$ cat src/rtl/lidar_feat_pkg.sv
// Shared types for the LiDAR feature extractor: Q16.16 format, point struct,
// bounding-box sequencer state encoding and per-axis min/max helpers.
package lidar_feat_pkg;

  localparam int unsigned Q_W    = 32;
  localparam int unsigned Q_FRAC = 16;

  typedef logic signed [Q_W-1:0] q16_t;

  typedef struct packed {
    q16_t x;
    q16_t y;
    q16_t z;
  } point_q16_t;

  typedef enum logic [1:0] {
    IDLE,
    ACCUM,
    CALC,
    OUT
  } bbox_seq_state_t;

  // Ties keep the current extreme, so equal coordinates never rewrite the register.
  function automatic point_q16_t point_min(point_q16_t cur, point_q16_t p);
    point_q16_t r;
    r = cur;
    if ($signed(p.x) < $signed(cur.x)) r.x = p.x;
    if ($signed(p.y) < $signed(cur.y)) r.y = p.y;
    if ($signed(p.z) < $signed(cur.z)) r.z = p.z;
    return r;
  endfunction

  function automatic point_q16_t point_max(point_q16_t cur, point_q16_t p);
    point_q16_t r;
    r = cur;
    if ($signed(p.x) > $signed(cur.x)) r.x = p.x;
    if ($signed(p.y) > $signed(cur.y)) r.y = p.y;
    if ($signed(p.z) > $signed(cur.z)) r.z = p.z;
    return r;
  endfunction

endpackage

$ cat src/rtl/lidar_bbox_sequencer_feature_calc.sv
// Combinational feature calculator: centroid = floor((min+max)/2), dim = max-min.
// Dimensions that do not fit in signed Q16.16 raise error_o; the raw low bits are still output.
module FeatureCalculator
  import lidar_feat_pkg::*;
(
  input  point_q16_t min_i,
  input  point_q16_t max_i,
  output point_q16_t centroid_o,
  output point_q16_t dim_o,
  output logic       error_o
);

  logic signed [Q_W:0] sum_x, sum_y, sum_z;
  logic signed [Q_W:0] dif_x, dif_y, dif_z;

  function automatic logic signed [Q_W:0] sext(q16_t v);
    return {v[Q_W-1], v};
  endfunction

  // One guard bit keeps the sum exact, so the centroid itself can never overflow.
  always_comb begin
    sum_x = sext(max_i.x) + sext(min_i.x);
    sum_y = sext(max_i.y) + sext(min_i.y);
    sum_z = sext(max_i.z) + sext(min_i.z);
    dif_x = sext(max_i.x) - sext(min_i.x);
    dif_y = sext(max_i.y) - sext(min_i.y);
    dif_z = sext(max_i.z) - sext(min_i.z);

    centroid_o.x = Q_W'(sum_x >>> 1);
    centroid_o.y = Q_W'(sum_y >>> 1);
    centroid_o.z = Q_W'(sum_z >>> 1);
    dim_o.x      = Q_W'(dif_x);
    dim_o.y      = Q_W'(dif_y);
    dim_o.z      = Q_W'(dif_z);

    error_o = (dif_x[Q_W] ^ dif_x[Q_W-1]) |
              (dif_y[Q_W] ^ dif_y[Q_W-1]) |
              (dif_z[Q_W] ^ dif_z[Q_W-1]);
  end

endmodule

$ cat src/rtl/lidar_bbox_sequencer.sv
// Streams one cluster's points, tracks the per-axis bounding box and emits one
// feature record per accepted cluster over valid/ready; undersized clusters are dropped and counted.
module lidar_bbox_sequencer
  import lidar_feat_pkg::*;
#(
  parameter int unsigned MIN_POINTS = 3,
  parameter int unsigned COUNT_W    = 16
) (
  input  logic               clk,
  input  logic               rst,
  input  logic               pt_valid,
  output logic               pt_ready,
  input  logic [31:0]        pt_x,
  input  logic [31:0]        pt_y,
  input  logic [31:0]        pt_z,
  input  logic               pt_last,
  output logic               feat_valid,
  input  logic               feat_ready,
  output logic [31:0]        centroid_x,
  output logic [31:0]        centroid_y,
  output logic [31:0]        centroid_z,
  output logic [31:0]        dx,
  output logic [31:0]        dy,
  output logic [31:0]        dz,
  output logic               feat_error,
  output logic [COUNT_W-1:0] feat_npts,
  output logic [COUNT_W-1:0] drop_count
);

  localparam logic [COUNT_W-1:0] MIN_PTS_C = COUNT_W'(MIN_POINTS);

  bbox_seq_state_t state_q, state_d;

  point_q16_t         pt;
  point_q16_t         min_q, max_q;
  logic [COUNT_W-1:0] cnt_q;
  logic [COUNT_W-1:0] drop_q;
  point_q16_t         cen_q, dim_q;
  logic               err_q;
  logic [COUNT_W-1:0] npts_q;

  point_q16_t calc_cen, calc_dim;
  logic       calc_err;
  logic       accept;
  logic       too_small;

  assign pt        = '{x: pt_x, y: pt_y, z: pt_z};
  assign accept    = pt_valid && pt_ready;
  assign too_small = cnt_q < MIN_PTS_C;

  FeatureCalculator u_calc (
    .min_i      (min_q),
    .max_i      (max_q),
    .centroid_o (calc_cen),
    .dim_o      (calc_dim),
    .error_o    (calc_err)
  );

  always_ff @(posedge clk) begin
    if (rst) state_q <= IDLE;
    else     state_q <= state_d;
  end

  always_comb begin
    state_d    = state_q;
    pt_ready   = 1'b0;
    feat_valid = 1'b0;
    case (state_q)
      IDLE: begin
        pt_ready = 1'b1;
        if (pt_valid) state_d = pt_last ? CALC : ACCUM;
      end
      ACCUM: begin
        pt_ready = 1'b1;
        if (pt_valid && pt_last) state_d = CALC;
      end
      CALC: state_d = too_small ? IDLE : OUT;
      OUT: begin
        feat_valid = 1'b1;
        if (feat_ready) state_d = IDLE;
      end
      default: state_d = IDLE;
    endcase
  end

  always_ff @(posedge clk) begin
    if (rst) begin
      min_q  <= '0;
      max_q  <= '0;
      cnt_q  <= '0;
      drop_q <= '0;
      cen_q  <= '0;
      dim_q  <= '0;
      err_q  <= 1'b0;
      npts_q <= '0;
    end else begin
      case (state_q)
        IDLE: begin
          if (accept) begin
            min_q <= pt;
            max_q <= pt;
            cnt_q <= COUNT_W'(1);
          end
        end
        ACCUM: begin
          if (accept) begin
            min_q <= point_min(min_q, pt);
            max_q <= point_max(max_q, pt);
            if (cnt_q != '1) cnt_q <= cnt_q + COUNT_W'(1);
          end
        end
        CALC: begin
          if (too_small) begin
            if (drop_q != '1) drop_q <= drop_q + COUNT_W'(1);
          end else begin
            cen_q  <= calc_cen;
            dim_q  <= calc_dim;
            err_q  <= calc_err;
            npts_q <= cnt_q;
          end
        end
        default: ;
      endcase
    end
  end

  assign centroid_x = cen_q.x;
  assign centroid_y = cen_q.y;
  assign centroid_z = cen_q.z;
  assign dx         = dim_q.x;
  assign dy         = dim_q.y;
  assign dz         = dim_q.z;
  assign feat_error = err_q;
  assign feat_npts  = npts_q;
  assign drop_count = drop_q;

endmodule
$ cat config.mk
export PLATFORM = sky130hd
export DESIGN_NAME = lidar_bbox_sequencer
export DESIGN_NICKNAME = d
export VERILOG_FILES = /design/src/rtl/lidar_feat_pkg.sv /design/src/rtl/lidar_bbox_sequencer_feature_calc.sv /design/src/rtl/lidar_bbox_sequencer.sv
export SDC_FILE = /design/constraint.sdc
export NUM_CORES = 1
export LEC_CHECK = 0
export ABC_CLOCK_PERIOD_IN_PS = 5900
export CORE_ASPECT_RATIO = 1.5
export CORE_MARGIN = 2
export CORE_UTILIZATION = 55
export CTS_CLUSTER_DIAMETER = 60
export DETAILED_ROUTE_END_ITERATION = 10
export PLACE_DENSITY_LB_ADDON = 0.3
export SLEW_MARGIN = 0
export SYNTH_ARGS = -nofsm -noshare
export SYNTH_HDL_FRONTEND = slang
export SYNTH_SLANG_ARGS = --single-unit
$ cat constraint.sdc
create_clock -name clk -period 5.9 [get_ports clk]
set_input_delay 0.59 -clock clk [delete_from_list [all_inputs] [get_ports clk]]
set_output_delay 0.59 -clock clk [all_outputs]
set_load 0.005 [all_outputs]
==> summary.md, run 1 <==
| Metric | Value |
|---|---|
| GP Congestion | about 0.94 |
| Number of inserted diodes | 0 |
| RSZ-0062 raised after global routing | false |
| Syn nets | roughly 4,200 |
| TritonCTS clock tree | done |
| Largest area contributor in the netlist | dfxtp_1 |
| Seq/Total Area, Yosys | 29.33% |
| Worst skew pair latency | between 500 and 600 ps |
| Final worst-path cycle share | 74.33% |
| GRT Util Overall | 30.49% |
| CTS Root Cell | clkbuf_16 |
| WL final | between 80,000 and 90,000 um |
| Post-CTS Setup Bufs | 0 |
| Switching Power | roughly 2700 uW |
| Area of the multi-input gates | about 0.019 sq mm |
| IO Pins | between 300 and 400 |
| Width of the die | 193.7 um |
| Hold-fix buffer count after cts | 0 |
| Via density per instance | just under 6 |
| H-Tree Depth | 2 |
| DP Area | around 0.033 sq mm |
| Tmin final | 4385 ps |
| Most Crowded Layer GR | met2 |
| Routed via count | 26,870 |
| Net count, final | 4,364 |
| Fin. Hold Viols | 0 |
| Pleak | 0.01464 uW |
| PwrDens | ~240 mW/mm^2 |
| Part of the power in registers | between 30 and 40% |
| Reg area | about 0.0087 sq mm |
| Met1 GRT Util | 34.10% |
| Comb power frac | about a quarter |
| Clock skew | 15.08 ps |
| Share of cells above drive strength 1 | 3.760% |
| First-pass GRT wire length | ~140,000 um |
| Yosys warns | 0 |
| # Max-Cap Violations | 0 |
| Synthesized cell area | a little under 0.03 sq mm |
| Most frequent cells in the layout | dfxtp_1, nor2_1, ha_1 |
| CTS Buf Count | 45 |
| CTS max path bufs | 3 |
| Clock Sinks | between 400 and 500 |
| HP Class | flip-flop to flip-flop |
| Vias in the first global route | about 26,000 |
| Rel. slew slack | 19.37% |
| Setup Viol. Count Final | 0 |
| DRT antenna net count | 0 |
| Worst-path fanout max | 32 |
| DRC | 0 |
| Slew Limit Fails | 0 |
| Fin worst setup slack | 1515 ps |
| Post-synth cell types | a little over 90 |
| Die H | 288.6 um |
| DRT iter0 DRCs | roughly 1,700 |
| CORE AREA | between 0.05 and 0.06 sq mm |
| Top cell type's share of synthesized area | between 20% and 30% |
| Worst vdd ir | 0.0002683 V |
| Post-synth EDFFs | 0 |
| Final setup TNS | 0 ps |
| Largest net degree at the start of global routing | roughly 120 |
| Synth Register Bits | 435 |
| Global route total overflow | 0 |
| FFs w/ async S/R, synth | 0% |
| Synth Flop Type | dfxtp_1 |
| Pint | between 5000 and 6000 uW |
| Area contributors post-synth | dfxtp_1, ha_1, a21oi_1 |
| Port bufs | around 330 |
| Clk network pwr share | between 30% and 40% |
| Switching Share | around a third |
| CTS resizes | 0 |
| Post-route cell area | about 0.035 sq mm |
| Commonest non-fill, non-tap cell in the layout | dfxtp_1 |
| Critical Path RT | about 6300 ps |
| Area delta synth->final | 17.28% |
| Worst-Margin Slew | roughly 1200 ps |
| Reg clk slew, reported paths | ~60 ps |
| Initial antenna violation count | 0 |
| FMAX | roughly 230 MHz |
| Setup crit end kind | flip-flop |
| Critical path arrival | just under 5000 ps |
| Starting Density | a little under three fifths |
| Core Rows | around 100 |
| Post-Syn Area per Cell | just over 8 sq um |
| Synth Instances | between 3,000 and 4,000 |
| Status | completed |
| Crit start category | primary input |
| Grt met3 use | under 10% |
| Die Area | 0.05590 sq mm |
| Final HPWL DP | 66,680 um |
| Drt first pass iters | 5 |
| Pre-CTS setup slack | 858.3 ps |
| Met2 Resource Use GR | a little under three fifths |
| Worst Path Class, Setup | primary input to flip-flop |
| Wire per inst | between 15 and 20 um |
| Fillers | 4,647 |
[area by class of cell]
type,instances,share of cell area [%]
multi-input combinational,2754,55.05
inverter,293,3.158
clock inverter,16,0.5785
sequential,435,25.01
tap,689,2.476
clock buffer,67,3.852
timing repair buffer,345,9.874
[cells by family (layout without fill, tap and decap cells)]
family	after synthesis	after routing	share of synthesized area, %
and+or+nand+nor	1071	1071	16.55
AOI/OAI and AO/OA	964	964	20.77
buffers and inverters	488	721	6.351
DFF	435	435	29.33
adders and majority gates	389	389	16.54
muxes	167	167	5.643
xor gates and xnor gates	163	163	4.808
[Yosys cell counts (all sizes together), types with 20 or more instances]
cell type and instances:
mux2i 164, a21oi 355, a211oi 79, nand2b 40
o21a 20, xnor2 122, xor2 41, o21bai 48
or3 28, dfxtp 435, nor4 30, nand2 259
nor2 427, nor2b 29, nand4 55, buf 40
a31oi 33, nor3 51, ha 383, a21o 118
nand3 85, clkbuf 155, o21ai 172, inv 289
[path summary, 6_finish.rpt]
check | startpoint | end | slack [ps] | depth (start not counted)
worst max register to register | max_q[89] | max_q[66] | 1590 | 10
worst max-delay path | pt_x[27] | max_q[66] | 1510 | 10
worst min-delay path | dx[8] | dx[8] | 450 | 2
worst min register to register | dx[8] | dx[8] | 450 | 2
[stage by stage]
stage | power (uW) | std cells | hold WS [ps] | utilization, %
3_3_place_gp | 5381 | 4516 | 437.4 | 62.22
4_1_cts | 8442 | 4599 | 451.3 | 65.11
3_5_place_dp | 5408 | 4516 | 444.2 | 62.22
2_1_floorplan | 4801 | 3677 | 448.2 | -
6_report | 8422 | 4599 | 451.3 | 65.11
5_1_grt | 8817 | 4599 | 470.9 | 65.11
[registers in the layout (all words and copies together), names as in the netlist]
register    count
max_q          96
feat_npts      16
centroid_x     32
min_q          96
dx             32
cnt_q          16
drop_count     16
centroid_y     32
dz             32
dy             32
state_q         2
feat_error      1
centroid_z     32
[power groups by stage]
| stage | sequential (uW) | clock, uW | combinational [uW] |
|---|---|---|---|
| after floorplan | 3170 | 0 | 1630 |
| after global placement | 3200 | 0 | 2180 |
| after detailed placement | 3200 | 0 | 2210 |
| after CTS | 3140 | 3080 | 2230 |
| after global routing | 3150 | 3190 | 2480 |
| final | 3140 | 3030 | 2250 |
[worst max-delay path, stage by stage]
cell and delay, ps:
clkdlybuf4s50_1 490, ha_1 340, nand4_1 210, nor4_1 1050, o21ai_0 750, mux2i_1 300, o21bai_4 190, buf_4 520
mux2i_1 270, nor2_1 70
[routing by layer]
metal | wire, um | part of all wire, % | vias up
met3 | 5378 | 6.1 | 179
met1 | 34540 | 39 | 12640
li1 | - | - | 13280
met4 | 3713 | 4.2 | 0
met5 | 0 | 0 | -
met2 | 44180 | 50 | 771
(Power assumes the default switching activity.)
==> run 2: changes to the inputs <==
--- a/config.mk
+++ b/config.mk
@@ -5,10 +5,10 @@
 export SDC_FILE = /design/constraint.sdc
 export NUM_CORES = 1
 export LEC_CHECK = 0
-export ABC_CLOCK_PERIOD_IN_PS = 5900
+export ABC_CLOCK_PERIOD_IN_PS = 3980
 export CORE_ASPECT_RATIO = 1.5
 export CORE_MARGIN = 2
-export CORE_UTILIZATION = 55
+export CORE_UTILIZATION = 52
 export CTS_CLUSTER_DIAMETER = 60
 export DETAILED_ROUTE_END_ITERATION = 10
 export PLACE_DENSITY_LB_ADDON = 0.3
==> constraint.sdc (replaced) <==
create_clock -name clk -period 3.98 [get_ports clk]
set_input_delay 0.398 -clock clk [delete_from_list [all_inputs] [get_ports clk]]
set_output_delay 0.398 -clock clk [all_outputs]
set_load 0.005 [all_outputs]
==> summary.md, run 2 (same netlist as run 1, synthesis figures left out) <==
| Metric | Value |
|---|---|
| GP Congestion | 0.9447 (about the same) |
| Clock skew | 25.68 ps (+10.60 ps) |
| Global route total overflow | 0 (unchanged) |
| CTS Buf Count | 45 (unchanged) |
| GRT Util Overall | 29.79% (-0.70 points) |
| Hold-fix buffer count after cts | 0 (unchanged) |
| IO Pins | 328 (unchanged) |
| Slowest CP cell | a31oi_1 |
| Worst path top cell family by delay | compound AO/OA/AOI/OAI gates |
| Largest net degree at the start of global routing | 162 (+41%) |
| Worst-Margin Slew | 967.3 ps (-231.1 ps) |
| Crit start category | flip-flop |
| Switching Power | 4024 uW (+48%) |
| Rel. slew slack | 35.52% (+16 points) |
| Final Util | 61.97% (-3.1 points) |
| Final worst-path cycle share | 91.10% |
| Via density per instance | 5.760 (-1.4%) |
| Commonest non-fill, non-tap cell in the layout | dfxtp_1 |
| Drt first pass iters | 8 (+3) |
| Fin. Hold Viols | 0 (unchanged) |
| First-pass GRT wire length | 139,900 um (+0.96%) |
| TritonCTS clock tree | done |
| Worst Path Class, Setup | flip-flop to flip-flop |
| Wire per inst | 19.11 um (about the same) |
| DRT antenna net count | 0 (unchanged) |
| Net count, final | 4,382 (+0.41%) |
| Width of the die | 199.1 um (+2.8%) |
| Clock Sinks | 435 (unchanged) |
| CP cell instances | inv_1 > ha_1 > fa_1 > nand2b_1 > a221oi_1 > o21ai_0 > a31oi_1 > a311oi_1 > o21a_1 > o21bai_1 > a21oi_1 > or4_1 > nand3_1 |
| Pint | 8374 uW (+47%) |
| Critical path arrival | 4160 ps (-660 ps) |
| WL final | 89,650 um (+2.1%) |
| Pleak | 0.01474 uW (+0.66%) |
| FMAX | 275.8 MHz |
| Area delta synth->final | 18.20% |
| Setup Viol. Count Final | 0 (unchanged) |
| Setup crit end kind | flip-flop |
| CORE AREA | 0.05663 sq mm (+5.9%) |
| Critical Path RT | 4510 ps (-1830 ps) |
| Vias in the first global route | 26,200 (-0.13%) |
| Fillers | 5,072 (+9.1%) |
| Critical path buffers and inverters | 1 (-1) |
| Routed via count | 27,020 (+0.57%) |
| Final setup TNS | 0 ps (unchanged) |
| Port bufs | 327 (unchanged) |
| Placed instance count | 4,608 (+2.0%) |
| Slew Limit Fails | 0 (unchanged) |
| CP max stage delay | 500 ps (-550 ps) |
| Initial antenna violation count | 1 (+1) |
| DRC | 0 (unchanged) |
| Worst-path fanout max | 4 (-88%) |
| Fin cells | 4,691 (+2.0%) |
| Post-route cell area | 0.03509 sq mm (+0.78%) |
| Part of the power in registers | 37.5% (+0.2 points) |
| Reg clk slew, reported paths | 60 ps (about the same) |
| Tmin final | between 3000 and 4000 ps |
| H-Tree Depth | 2 (unchanged) |
| Share of cells above drive strength 1 | 4.151% (+0.39 points) |
| Final HPWL DP | 68,950 um (+3.4%) |
| Clk network pwr share | 35.2% (-0.8 points) |
| Die Area | 0.05907 sq mm (+5.7%) |
| Most frequent cells in the layout | dfxtp_1, nor2_1, ha_1 |
| Core Rows | 107 (+2.9%) |
| # Max-Cap Violations | 0 (unchanged) |
| CTS Root Cell | clkbuf_16 |
| Post-CTS Setup Bufs | 0 (unchanged) |
| DP Area | 0.03359 sq mm (+0.95%) |
| Worst vdd ir | 0.0003622 V (+35%) |
| RSZ-0062 raised after global routing | false |
| Worst skew pair latency | 590 ps (about the same) |
| CTS resizes | 0 (unchanged) |
| PwrDens | 353.3 mW/mm^2 (+46%) |
| Comb power frac | 27.3% (+0.6 points) |
| CTS max path bufs | 3 (unchanged) |
| DRT iter0 DRCs | 1,499 (-11%) |
| Largest registers | max_q x96, min_q x96 |
| HP Class | primary input to flip-flop |
| Starting Density | 52.43% (-3.1 points) |
| Switching Share | 32.46% (+0.22 points) |
| Status | completed |
| Die H | 296.7 um (+2.8%) |
## run 2: cell types whose count changed in the layout (fill, tap and decap cells not counted), sizes merged
| cell | before | now |
|---|---|---|
| buf | 19 | 37 |
| clkbuf | 67 | 70 |
| bufinv | 4 | 2 |
| clkinvlp | 3 | 1 |
| clkinv | 12 | 11 |
| diode | 0 | 1 |
| inv | 290 | 291 |
## run 2: metal layers
metal	GRT usage, %	share of wire (%)
met5	0	0
met4	14.73	5.3
met3	4.875	5.8
met2	53.65	50
met1	33.83	39
## run 2: worst paths after layout
path,start,to,slack (ps),depth (start not counted)
worst max-delay path,max_q[64],dx[24],350,13
worst min register to register,dz[15],dz[15],450,2
worst min-delay path,rst,min_q[79],260,2
worst max register to register,max_q[64],dx[24],350,13
## run 2: final cells by class
| cell class | instances | area [sq um] | share of cell area (%) |
|---|---|---|---|
| antenna | 1 | 2.502 | 0.007131 |
| clock buffer | 70 | 1363 | 3.883 |
| clock inverter | 12 | 135.1 | 0.3851 |
| inverter | 293 | 1100 | 3.134 |
| multi-input combinational | 2754 | 19170 | 54.62 |
| sequential | 435 | 8708 | 24.81 |
| tap | 763 | 954.7 | 2.720 |
| timing repair buffer | 363 | 3661 | 10.43 |
## run 2: power by group through the flow
stage	sequential [uW]	clock, uW	combinational [uW]
2_1_floorplan	4690	0	2420
3_3_place_gp	4740	0	3290
3_5_place_dp	4750	0	3330
4_1_cts	4650	4450	3350
5_1_grt	4670	4590	3730
6_report	4650	4360	3390
## run 2: worst reg2reg max path, cell delays in order (launching register included)
cell,delay [ps]
dfxtp_1,390
inv_1,60
ha_1,200
fa_1,380
nand2b_1,190
a221oi_1,400
o21ai_0,250
a31oi_1,500
a311oi_1,260
o21a_1,250
o21bai_1,130
a21oi_1,90
or4_1,420
nand3_1,80
## run 2: metrics by stage
stage	setup slack (ps)	power (uW)	hold WS, ps
2_1_floorplan	943.7	7117	448.2
3_3_place_gp	373.9	8035	437.2
3_5_place_dp	254.5	8077	444.6
4_1_cts	376.0	12450	239.0
5_1_grt	91.86	13000	288.0
6_report	354.4	12400	255.6
